### src/rtl/mult_pkg.sv
// Shared types and helpers for the sequential shift-add multiplier.
package mult_pkg;

    typedef enum logic [1:0] {
        IDLE = 2'd0,
        RUN  = 2'd1,
        DONE = 2'd2
    } state_t;

    // Bits needed to index WIDTH iterations; never narrower than one bit.
    function automatic int cnt_width(input int width);
        return (width < 2) ? 1 : $clog2(width);
    endfunction

endpackage

### src/rtl/mult_sign_unit.sv
// Sign handling around the unsigned core: operand magnitudes and sign on the way in,
// conditional two's-complement negate of the product on the way out.
module mult_sign_unit #(
    parameter int WIDTH = 4
) (
    input  logic                 signed_mode,
    input  logic [WIDTH-1:0]     a,
    input  logic [WIDTH-1:0]     b,
    input  logic                 neg_apply,
    input  logic [2*WIDTH-1:0]   product,
    output logic [WIDTH-1:0]     a_mag,
    output logic [WIDTH-1:0]     b_mag,
    output logic                 neg,
    output logic [2*WIDTH-1:0]   result
);

    logic [1:0][WIDTH-1:0] operand;
    logic [1:0][WIDTH-1:0] magnitude;

    assign operand[0] = a;
    assign operand[1] = b;

    // -2^(W-1) negates to itself, which read as unsigned is exactly its magnitude.
    generate
        for (genvar gi = 0; gi < 2; gi++) begin : g_abs
            assign magnitude[gi] = (signed_mode && operand[gi][WIDTH-1])
                                 ? WIDTH'(~operand[gi] + 1'b1)
                                 : operand[gi];
        end
    endgenerate

    assign a_mag  = magnitude[0];
    assign b_mag  = magnitude[1];
    assign neg    = signed_mode & (a[WIDTH-1] ^ b[WIDTH-1]);
    assign result = neg_apply ? (2*WIDTH)'(~product + 1'b1) : product;

endmodule

### src/rtl/seq_shift_add_multiplier.sv
// Sequential shift-add multiplier, one bit of the multiplier per cycle, with
// per-operation signed/unsigned mode and back-to-back starts from DONE.
module seq_shift_add_multiplier
    import mult_pkg::*;
#(
    parameter int WIDTH = 4
) (
    input  logic                 clk,
    input  logic                 reset,
    input  logic                 start,
    input  logic                 signed_mode,
    input  logic [WIDTH-1:0]     a,
    input  logic [WIDTH-1:0]     b,
    output logic                 busy,
    output logic                 finish,
    output logic [2*WIDTH-1:0]   result_out
);

    localparam int CNT_W = cnt_width(WIDTH);
    localparam int ACC_W = 2*WIDTH + 1;
    localparam logic [CNT_W:0] ITERS = (CNT_W+1)'(WIDTH);

    state_t               state_reg;
    state_t               state_next;
    logic [CNT_W:0]       count_reg;
    logic [ACC_W-1:0]     acc_reg;
    logic [WIDTH-1:0]     mcand_reg;
    logic                 neg_reg;
    logic                 mode_reg;

    logic                 accept;
    logic                 iterate;
    logic [WIDTH-1:0]     a_mag;
    logic [WIDTH-1:0]     b_mag;
    logic                 neg_in;
    logic [2*WIDTH-1:0]   product_fixed;
    logic [WIDTH:0]       upper_sum;
    logic [ACC_W-1:0]     acc_step;

    mult_sign_unit #(.WIDTH(WIDTH)) u_sign (
        .signed_mode (signed_mode),
        .a           (a),
        .b           (b),
        .neg_apply   (mode_reg & neg_reg),
        .product     (acc_reg[2*WIDTH-1:0]),
        .a_mag       (a_mag),
        .b_mag       (b_mag),
        .neg         (neg_in),
        .result      (product_fixed)
    );

    assign accept  = start && ((state_reg == IDLE) || (state_reg == DONE));
    // WIDTH iterations, then one more RUN cycle so DONE reads the settled accumulator.
    assign iterate = (state_reg == RUN) && (count_reg < ITERS);

    always_comb begin
        upper_sum = acc_reg[ACC_W-1:WIDTH] + (acc_reg[0] ? {1'b0, mcand_reg} : '0);
        acc_step  = {1'b0, upper_sum, acc_reg[WIDTH-1:1]};
    end

    always_ff @(posedge clk) begin
        if (!reset) begin
            state_reg <= IDLE;
        end else begin
            state_reg <= state_next;
        end
    end

    always_comb begin
        state_next = state_reg;
        case (state_reg)
            IDLE:    if (start) state_next = RUN;
            RUN:     if (count_reg == ITERS) state_next = DONE;
            DONE:    state_next = start ? RUN : IDLE;
            default: state_next = IDLE;
        endcase
    end

    always_comb begin
        busy   = (state_reg == RUN);
        finish = (state_reg == DONE);
    end

    always_ff @(posedge clk) begin
        if (!reset) begin
            count_reg  <= '0;
            acc_reg    <= '0;
            mcand_reg  <= '0;
            neg_reg    <= 1'b0;
            mode_reg   <= 1'b0;
            result_out <= '0;
        end else begin
            if (accept) begin
                mode_reg  <= signed_mode;
                neg_reg   <= neg_in;
                mcand_reg <= a_mag;
                acc_reg   <= {{(WIDTH+1){1'b0}}, b_mag};
                count_reg <= '0;
            end else if (iterate) begin
                acc_reg   <= acc_step;
                count_reg <= count_reg + 1'b1;
            end
            if ((state_reg == RUN) && (state_next == DONE)) begin
                result_out <= product_fixed;
            end
        end
    end

endmodule
### config.mk
export PLATFORM = sky130hd
export DESIGN_NAME = seq_shift_add_multiplier
export DESIGN_NICKNAME = d
export VERILOG_FILES = /design/src/rtl/mult_pkg.sv /design/src/rtl/mult_sign_unit.sv /design/src/rtl/seq_shift_add_multiplier.sv
export SDC_FILE = /design/constraint.sdc
export NUM_CORES = 1
export LEC_CHECK = 0
export CORE_ASPECT_RATIO = 1.25
export CORE_MARGIN = 3
export CORE_UTILIZATION = 43
export DETAILED_ROUTE_END_ITERATION = 10
export GPL_TIMING_DRIVEN = 0
export PLACE_DENSITY = 0.64
export REMOVE_ABC_BUFFERS = 1
export SLEW_MARGIN = 30
export SYNTH_ARGS = -nofsm -noshare
export SYNTH_HDL_FRONTEND = slang
export SYNTH_SLANG_ARGS = --single-unit
### constraint.sdc
create_clock -name clk -period 2.05 [get_ports clk]
set_input_delay 0.41 -clock clk [delete_from_list [all_inputs] [get_ports clk]]
set_output_delay 0.41 -clock clk [all_outputs]
set_load 0.02 [all_outputs]
-- Word-level counts from Yosys, hierarchy flattened
Cells that the tools add are included.
- bits in registers: 27
- output and inout port bits: 10
- bits of input ports: 12
- word-level logic and storage cells: 44
- bitwise gates (word level): 7
- add/subtract/negate cells: 5
- multiplexer cells: 10
- reductions and logical operators: 9
- order comparisons: 1
- equality and inequality tests: 4
- operators with widths (kind ; count):
    2-to-1 mux 4 bit ; 5
    adder 4 x 1 -> 4 bit (second input constant) ; 2
    adder 8 x 1 -> 8 bit (second input constant) ; 1
    2-to-1 mux 8 bit ; 1
    NOT 4 bit ; 2
    NOT 8 bit ; 1
    case mux 2 bit (3 select lines) ; 1
    adder 4 x 4 -> 5 bit ; 1
    logical AND 1 bit ; 5
    == test 2 bit (second input constant) ; 2
    2-to-1 mux 2 bit ; 2
    adder 3 x 1 -> 3 bit (second input constant) ; 1
    == test 3 bit (second input constant) ; 1
    < comparator 3 bit (second input constant) ; 1
    AND 1 bit ; 2
    == test 2 x 1 -> 1 bit (second input constant) ; 1
    zero test 2 bit ; 1
    nonzero test 2 bit ; 1
    OR reduction 2 bit ; 1
    logical OR 1 bit ; 1
    2-to-1 mux 1 bit ; 1
    NOT 1 bit ; 1
    bitwise XOR 1 bit ; 1

-- Depth between registers and ports, before layout
- word-level depth: 5
- gate-level depth with buffers: 7
- depth with buffers taken out: 7

-- Modules after synthesis
A second synthesis with hierarchy kept.
- cells, all modules: 186
- area total of the unflattened synthesis: 1524.0 µm²
- by module, submodules not included (module ; area each (µm²) ; cells an instance ; sequential area each (µm²) ; instances):
    seq_shift_add_multiplier ; 1213.7 ; 143 ; 540.5 ; 1
    mult_sign_unit ; 310.3 ; 43 ; 0.0 ; 1

-- Worst setup path before layout
No wires, ideal clock.
- kind: register to register
- start point: reg acc_reg[0]
- end point: reg acc_reg[7]
- buffers on the path: 0
- data required time: 1.925 ns
- cell stages (with the launch flop): 8
- slack: 0.530 ns
- library setup time: 0.125 ns
- period minus slack after synthesis: 1.520 ns
- arrival time: 1.395 ns
- cells stage by stage: dfxtp_1 > and2_1 > ha_1 > fa_1 > a21oi_1 > nor2_1 > nor2_1 > a211oi_2
- cells in the longest elaborated chain, start to end: 2
- ends and longest elaborated chain (element ; RTL line ; text):
    start: declaration ; seq_shift_add_multiplier.sv:26 ; logic [ACC_W-1:0] acc_reg;
    start signal: assignment ; seq_shift_add_multiplier.sv:97 ; acc_reg <= {{(WIDTH+1){1'b0}}, b_mag};
    start signal: assignment ; seq_shift_add_multiplier.sv:100 ; acc_reg <= acc_step;
    2-to-1 mux 4 bit ; seq_shift_add_multiplier.sv:57 ; upper_sum = acc_reg[ACC_W-1:WIDTH] + (acc_reg[0] ? {1'b0, mcand_reg} : '0);
    adder 4 x 4 -> 5 bit ; seq_shift_add_multiplier.sv:57 ;
No other way between the ends.
A chain may end at the register's enable or synchronous reset.

-- Final worst setup path
- start point: reg state_reg[0]
- end point: out busy
- cells in the longest elaborated chain, start to end: 1
- ends and longest elaborated chain (element ; RTL line ; text):
    start: declaration ; seq_shift_add_multiplier.sv:23 ; state_t state_reg;
    start signal: assignment ; seq_shift_add_multiplier.sv:65 ; state_reg <= state_next;
    == test 2 x 1 -> 1 bit ; seq_shift_add_multiplier.sv:80 ; busy = (state_reg == RUN);
    end: declaration ; seq_shift_add_multiplier.sv:14 ; output logic busy,
No other way between the ends.

==> impl_metrics.ini <==
[synth]
yosys_warnings = 0
seq_area_frac_synth_pct = 35.1
synth_cell_types = 37
synth_top_area_share_pct = 35.1
avgSynthCellArea_sq_um = 9.00
synth_largest_area_cell = dfxtp_1
async_flop_share_pct = 0
synthTopCellsByArea = dfxtp_1 (35%), ha_1 (7.3%), nor2_1 (6.6%)
ys_ff_latch = 27
netlist_instances = 171
synth_edf_count = 0
synth_flop_cell = dfxtp_1
syn-cell-area_sq_um = 1540

[drt]
firstDrtPassIters = 4
wl_per_cell_microns = 12.6
drc = 0
wirelength_mm = 2.86
num_vias = 1208
drt_iter0_markers = 26
vias_per_cell = 5.35
ant_nets = 0

[setup_path]
crit_start = state_reg[0]$_SDFF_PN0_
endpoint = busy
worstPathRequired_ns = 1.64
crit_arrival_ns = 1.50
regToRegEndpoint = acc_reg[7]$_SDFFE_PP0P_
r2r_start = acc_reg[0]$_SDFFE_PN0P_
crit_type = reg2out
cp-start-kind = register
r2r_slack_ns = 0.28
path_max_fanout = 6
reg2reg_depth = 7
end_kind = output pin

[power]
p_comb_share_pct = 16.2
p_int_mw = 0.761
p_seq_share_pct = 54.2
switchingPower_mw = 0.286
peakVddDrop_v = 0.000383
clkPwrFrac_pct = 29.6
power.leakage_nw = 0.660
p_per_area_nw_per_um2 = 589
p_total_mw = 1.05
p_sw_share_pct = 27.3

[die]
fp.dieW_microns = 59.5
core_area_sq_um = 3310
num_rows = 23
pin_count = 22
die_h_microns = 72.9
die_area_sq_um = 4340
initial_utilization_pct = 46.5

[final_layout]
area_growth_pct = 15.4
register_area_sq_um = 541
drive_gt1_share_pct = 11.1
fin_nets = 212
multi_input_area_sq_um = 890
antenna_cells = 0
fill_cells = 323

[cts]
clkSinkCount = 27
clk_pin_slew_ns = 0.10
cts-buffers-inserted = 3
ctsHoldBuffers = 0
cts_tree = yes
clk_latency_ns = 0.28
postCtsSetupBuffers = 0
cts-resized-gates = 0
cts.path.max_buffers = 2
ctsHtreeMaxLevel = 1
clock-root-buffer = clkbuf_8

[grt]
grt_antenna_before_repair = 0
grt.overflow.total = 0
grt_util_all_layers_pct = 14.7
grt_pass1_vias = 1111
grt_max_degree = 17
grt_pass1_wl_mm = 4.89

[timing]
rsz0062_at_grt = false
fin_crit_ns = 1.91
slew_headroom_pct = 52.5
tns_ns = 0
finalMaxSlewViolations = 0
hold_viol = 0
max_freq_mhz = 523
fin_skew_ns = 0.00683
min_period_over_period_pct = 93.2
worst_pin_slew_ns = 0.712
final-setup-viol-count = 0

[run]
maxCapViolations = 0

[place]
port_buffers = 21
routabilityCongestion = 0.837
dp_hpwl_mm = 2.29

[worst_hold_path]
worstHoldPathType = reg2reg

[outcome]
outcome = completed
## metal layers
metal	wire length, microns	up-vias	GRT usage (%)	part of all wire [%]
li1	-	620	-	-
met1	1240	561	16.6	43
met2	1450	22	27.6	51
met3	107	5	1.06	3.7
met4	57	0	5.91	2.0
met5	0	-	0	0
## through the flow
| stage | setup slack, ns | utilization (%) | hold WS (ns) | cells | cell area [sq um] |
|---|---|---|---|---|---|
| detailed placement | 0.178 | 52.2 | 0.444 | 222 | 1730 |
| floorplan | 0.505 | - | 0.432 | 164 | 1470 |
| global placement | 0.226 | 52.2 | 0.444 | 222 | 1730 |
| CTS | 0.127 | 53.7 | 0.458 | 226 | 1780 |
| global route | 0.0710 | 53.7 | 0.493 | 226 | 1780 |
| finish | 0.140 | 53.7 | 0.456 | 226 | 1780 |
## placed cells by master, fill, tap and decap left out, drive strengths merged, types with 5 or more instances in the layout
cell	netlist	final
and2	5	5
dfxtp	27	27
nor2	27	27
inv	11	11
a21oi	16	16
clkdlybuf4s50	0	21
xnor2	9	9
ha	9	9
a211oi	9	9
nand2	13	13
nand3	5	5
## cells by family (layout without fill, tap and decap cells)
| family | Yosys count | count (layout) | share of synthesized area, % |
|---|---|---|---|
| simple gates | 62 | 62 | 20.4 |
| compound gates | 39 | 39 | 19.5 |
| flops | 27 | 27 | 35.1 |
| buf+inv | 18 | 36 | 7.07 |
| fa+ha+maj | 10 | 10 | 8.62 |
| xor+xnor | 10 | 10 | 5.69 |
| mux | 5 | 5 | 3.58 |
## worst min path at each step
stage                               from                         to  slack [ns]  cells after the start
6_report       mcand_reg[0]$_SDFFE_PN0P_  mcand_reg[0]$_SDFFE_PN0P_        0.46                      2
5_1_grt        mcand_reg[0]$_SDFFE_PN0P_  mcand_reg[0]$_SDFFE_PN0P_        0.49                      2
4_1_cts        mcand_reg[0]$_SDFFE_PN0P_  mcand_reg[0]$_SDFFE_PN0P_        0.46                      2
3_5_place_dp   mcand_reg[0]$_SDFFE_PN0P_  mcand_reg[0]$_SDFFE_PN0P_        0.44                      2
3_3_place_gp   mcand_reg[0]$_SDFFE_PN0P_  mcand_reg[0]$_SDFFE_PN0P_        0.44                      2
2_1_floorplan  mcand_reg[0]$_SDFFE_PN0P_  mcand_reg[0]$_SDFFE_PN0P_        0.43                      2
## worst max-delay path, cell delays in order, from the launching register on
cell and delay [ns]:
dfxtp_1 0.42, nor2b_4 0.20, clkdlybuf4s50_1 0.61
## cell type report
cell class	count	share of cell area [%]
clock buffers	3	2.32
clock inverters	1	0.423
inverters	11	2.32
multi-input cells	126	50.1
flip-flops and latches	27	30.4
well taps	37	2.61
repair buffers	21	11.8
## cell usage after synthesis, drive strengths merged, types with 4 or more instances
| cell | instances |
|---|---|
| and2 | 5 |
| a21oi | 16 |
| nand3 | 5 |
| nor2 | 27 |
| dfxtp | 27 |
| ha | 9 |
| mux2i | 4 |
| a211oi | 9 |
| buf | 6 |
| xnor2 | 9 |
| o21ai | 4 |
| inv | 11 |
| nand2 | 13 |
| a311oi | 4 |
## power by group through the flow
stage	logic (mW)	registers [mW]	clock network, mW
after floorplan	0.115	0.573	0
after detailed placement	0.170	0.580	0
after global routing	0.191	0.572	0.334
after CTS	0.172	0.568	0.317
after global placement	0.165	0.579	0
final	0.170	0.567	0.310
No activity file was read; power rests on OpenSTA's default activity.
